===== src/rtl/rf_wb_arbiter.sv =====
// Register-file write-port controller: round-robin ALU/LSU writeback
// arbitration, registered write port, busy scoreboard and issue hazard stall.
module rf_wb_arbiter #(
  parameter int unsigned CPU_WIDTH = 32,
  parameter int unsigned REG_ADDRW = 5,
  parameter int unsigned REG_COUNT = 32
) (
  input  logic                 i_clk,
  input  logic                 i_rst,
  input  logic                 i_iss_valid,
  input  logic                 i_iss_wen,
  input  logic [REG_ADDRW-1:0] i_iss_rd,
  input  logic [REG_ADDRW-1:0] i_iss_rs1,
  input  logic [REG_ADDRW-1:0] i_iss_rs2,
  output logic                 o_iss_stall,
  input  logic                 i_alu_valid,
  input  logic [REG_ADDRW-1:0] i_alu_rd,
  input  logic [CPU_WIDTH-1:0] i_alu_data,
  output logic                 o_alu_ready,
  input  logic                 i_lsu_valid,
  input  logic [REG_ADDRW-1:0] i_lsu_rd,
  input  logic [CPU_WIDTH-1:0] i_lsu_data,
  output logic                 o_lsu_ready,
  output logic                 o_rf_wen,
  output logic [REG_ADDRW-1:0] o_rf_waddr,
  output logic [CPU_WIDTH-1:0] o_rf_wdata,
  output logic [REG_COUNT-1:0] o_busy,
  output logic                 o_err
);

  // 1 = ALU wins the next contended cycle, 0 = LSU wins
  logic                 ptr_alu;
  logic                 contended;
  logic                 grant;
  logic [REG_ADDRW-1:0] grant_rd;
  logic [CPU_WIDTH-1:0] grant_data;
  logic                 iss_accept;
  logic [REG_COUNT-1:0] busy_nxt;

  assign contended = i_alu_valid & i_lsu_valid;

  // Grant selection: a lone requester always wins, otherwise the pointer decides
  always_comb begin
    o_alu_ready = i_alu_valid & (~i_lsu_valid | ptr_alu);
    o_lsu_ready = i_lsu_valid & (~i_alu_valid | ~ptr_alu);
    grant       = o_alu_ready | o_lsu_ready;
    grant_rd    = o_alu_ready ? i_alu_rd   : i_lsu_rd;
    grant_data  = o_alu_ready ? i_alu_data : i_lsu_data;
  end

  // Hazard stall: RAW on either source or WAW on rd; x0 is never busy
  always_comb begin
    o_iss_stall = i_iss_valid &
                  (o_busy[i_iss_rs1] | o_busy[i_iss_rs2] | (i_iss_wen & o_busy[i_iss_rd]));
    iss_accept  = i_iss_valid & i_iss_wen & ~o_iss_stall & (i_iss_rd != REG_ADDRW'(0));
  end

  // Scoreboard update: clear on commit, set on issue (set wins), x0 pinned low
  always_comb begin
    busy_nxt = o_busy;
    if (o_rf_wen) begin
      busy_nxt[o_rf_waddr] = 1'b0;
    end
    if (iss_accept) begin
      busy_nxt[i_iss_rd] = 1'b1;
    end
    busy_nxt[0] = 1'b0;
  end

  // Round-robin pointer flips only when both sources competed
  always_ff @(posedge i_clk or posedge i_rst) begin
    if (i_rst) begin
      ptr_alu <= 1'b1;
    end else if (contended) begin
      ptr_alu <= ~ptr_alu;
    end
  end

  // Registered write port; rd=0 grants are consumed without a write
  always_ff @(posedge i_clk or posedge i_rst) begin
    if (i_rst) begin
      o_rf_wen   <= 1'b0;
      o_rf_waddr <= '0;
      o_rf_wdata <= '0;
    end else begin
      o_rf_wen <= grant & (grant_rd != REG_ADDRW'(0));
      if (grant && (grant_rd != REG_ADDRW'(0))) begin
        o_rf_waddr <= grant_rd;
        o_rf_wdata <= grant_data;
      end
    end
  end

  // Scoreboard state and sticky error on writes to non-busy registers
  always_ff @(posedge i_clk or posedge i_rst) begin
    if (i_rst) begin
      o_busy <= '0;
      o_err  <= 1'b0;
    end else begin
      o_busy <= busy_nxt;
      if (o_rf_wen && (o_rf_waddr != REG_ADDRW'(0)) && !o_busy[o_rf_waddr]) begin
        o_err <= 1'b1;
      end
    end
  end

endmodule


===== config.mk =====
export PLATFORM = sky130hd
export DESIGN_NAME = rf_wb_arbiter
export DESIGN_NICKNAME = d
export VERILOG_FILES = /design/src/rtl/rf_wb_arbiter.sv
export SDC_FILE = /design/constraint.sdc
export NUM_CORES = 1
export LEC_CHECK = 0
export ABC_CLOCK_PERIOD_IN_PS = 6000
export BUFFER_PORTS_ARGS = -buffer_cell sky130_fd_sc_hd__buf_2
export CAP_MARGIN = 25
export CORE_AREA = 2 2 95 97
export DETAILED_ROUTE_END_ITERATION = 16
export DIE_AREA = 0 0 97 99
export MAX_ROUTING_LAYER = met4
export PLACE_DENSITY = 0.85
export SETUP_SLACK_MARGIN = 0.02
export SKIP_CTS_REPAIR_TIMING = 1
export SYNTH_ARGS = -nofsm -noshare
export SYNTH_HDL_FRONTEND = slang
export SYNTH_SLANG_ARGS = --single-unit

===== constraint.sdc =====
create_clock -name i_clk -period 6 [get_ports i_clk]
set_clock_uncertainty 0.1 [all_clocks]
set_input_delay 1.2 -clock i_clk [delete_from_list [all_inputs] [get_ports i_clk]]
set_output_delay 1.2 -clock i_clk [all_outputs]
set_load 0.03 [all_outputs]

==> results.sh <==
export IMPL_clk_insertion_delay_late_ps=350
export IMPL_port_buffer_count=167
export IMPL_firstDrtPassIters=5
export IMPL_cts_tree="done"
export IMPL_wl_microns=13800
export IMPL_core_area_sq_um=8550
export IMPL_synth_flop_cell="dfrtp_1"
export IMPL_avgSynthCellArea_sq_um=9.55
export IMPL_dp_hpwl_microns=10000
export IMPL_setup_viol=0
export IMPL_grt_pass1_wl_microns=22300
export IMPL_rows=34
export IMPL_die_y_microns=99
export IMPL_endpoint_kind="output port"
export IMPL_place_congestion=0.956
export IMPL_synth_area_sq_um=4540
export IMPL_critPathMaxFanout=32
export IMPL_final_cell_area_sq_um=5560
export IMPL_drt_initial_drc_count=420
export IMPL_tns_ps=0
export IMPL_ys_seq_elements=71
export IMPL_cts_reportedPaths_clkPinSlew_ps=70
export IMPL_seq_area_frac_synth_pct=39.2
export IMPL_grt_overflow_total=0
export IMPL_fp_dieW_microns=97
export IMPL_yosys_area_top_type_share_pct=38.6
export IMPL_drive_gt1_share_pct=37.1
export IMPL_max_freq_mhz=207
export IMPL_h_tree_depth=3
export IMPL_period_minus_slack_ps=4840
export IMPL_hold_violations=0
export IMPL_final_common_cell="buf_2"
export IMPL_detail_route_vias_per_cell=6.35
export IMPL_ir_drop_v=0.000218
export IMPL_drv_cap=0
export IMPL_final_cell_mix="167 x buf_2, 85 x nand2_1, 70 x dfrtp_1, 41 x nor2_1, 36 x a31oi_1"
export IMPL_cts_made_buffers=9
export IMPL_maxSlewHeadroom_pct=41.6
export IMPL_synth_nets=570
export IMPL_cp_required_ps=4700
export IMPL_fin_nets=713
export IMPL_cts_buffer_depth=2
export IMPL_post_drt_wl_per_cell_microns=18.9
export IMPL_tightest_slew_ps=875
export IMPL_grt_total_usage_pct=29.8
export IMPL_ys_types=52
export IMPL_fin_crit_sh_pct=80.7
export IMPL_cts_sinks=71
export IMPL_synth_largest_area_cell="dfrtp_1"
export IMPL_start_util_pct=53.1
export IMPL_n_antenna_cell=0
export IMPL_place_inst=714
export IMPL_syn2layout_area_growth_pct=22.6
export IMPL_hold_class="reg -> reg"
export IMPL_startpoint_type="primary input"
export IMPL_place_area_sq_um=5350
export IMPL_synth_edf_count=0
export IMPL_critPathKind="in -> out"
export IMPL_async_flop_share_pct=100
export IMPL_rsz0062_at_grt="no"
export IMPL_yosysWarnings=0
export IMPL_ant_nets=0
export IMPL_finish_utilization_pct=65.0
export IMPL_grt_pass1_vias=4367
export IMPL_syn_inst=475
export IMPL_drc=0
export IMPL_ys_top_cells_by_area="dfrtp_1 39%, o41ai_2 7.2%, nand2_1 7.1%"
export IMPL_antenna_found_initial=0
export IMPL_vias=4632
export IMPL_crit_arrival_ps=3540
export IMPL_status="finished clean"
export IMPL_fin_cells=730
export IMPL_cts_root_buf="clkbuf_8"
export IMPL_slew_violations=0
export IMPL_p_leak_nw=2.59
export IMPL_powerDensity_nw_per_um2=488
export IMPL_design_die_area_sq_um=9600
export IMPL_grt_max_degree=72
export IMPL_ioPinCount=169
[synthesized netlist by cell type (7+ instances only)]
library cell	n
nand2_1	86
dfrtp_1	70
nor2_1	41
a31oi_1	36
mux2i_1	32
o21ai_0	32
clkbuf_1	23
o41ai_2	20
mux4_2	12
o41ai_1	12
buf_2	9
nor2b_1	9
a22oi_1	8
nand3_1	7
nand3b_1	7
[per-layer routing]
layer / vias to the layer above / GRT usage [%] / wire length [microns]
met5: - / - / 0
met4: 0 / 13.4 / 446
met3: 46 / 6.81 / 1570
met2: 323 / 43.6 / 6400
met1: 2203 / 39.8 / 5370
li1: 2060 / - / -
[worst max-delay path, stage by stage]
cell and delay (ps):
buf_2 230, mux2_2 380, a221oi_2 220, a2111oi_0 110, a41o_1 230, or4_4 730, o21a_1 260, buf_2 170
[state kept, by name, summed over array words and instances, names as in the netlist]
name and count:
o_rf_wen 1, o_rf_wdata 32, o_err 1, o_busy 31
ptr_alu 1, o_rf_waddr 5
[where the power goes]
part	internal, mW	switching (mW)	leakage [nW]	total [mW]
sequential	0.670	0.301	0.843	0.971
clock	0.191	0.185	0.0888	0.376
combinational	0.511	0.858	1.66	1.37
total	1.37	1.34	2.59	2.72
[logic make-up (layout without fill, tap and decap cells)]
kind of cell / after synthesis / after routing / share of synthesized area [%]
AND/OR/NAND/NOR: 177 / 177 / 17.9
AO/OA/AOI/OAI: 129 / 129 / 23.2
flip-flops: 71 / 71 / 39.2
multiplexers: 49 / 49 / 14.3
buffers and inverters: 47 / 194 / 5.21
other: 1 / 1 / 0.0826
XOR/XNOR: 1 / 1 / 0.193
[metrics by stage]
stage	setup slack [ps]	hold WS (ps)	power, mW
CTS	1180	423	2.70
detailed placement	1180	416	2.33
finish	1160	423	2.72
floorplan	1630	375	1.89
global placement	1240	388	2.28
global route	1060	429	2.86
[final timing paths]
path                         startpoint  depth (start not counted)        endpoint  slack [ps]
setup / recovery           i_iss_rs2[1]                          8     o_iss_stall        1160
hold / removal                  ptr_alu                          1         ptr_alu         420
setup reg to reg              o_busy[8]                          6      o_busy[23]        3200
hold reg to reg                 ptr_alu                          1         ptr_alu         420
max in group asynchronous         i_rst                          3       o_busy[7]        4220
min in group asynchronous         i_rst                          3  o_rf_wdata[25]        1000
[layout make-up]
type                       count  area, sq um
multi-input combinational    357         2530
fill                         723         2990
timing repair buffer         172          906
clock inverter                 5         58.8
tap                          108          135
inverter                       7         26.3
clock buffer                  10          128
sequential                    71         1780
Note: power is estimated with default switching activity, not from simulation.
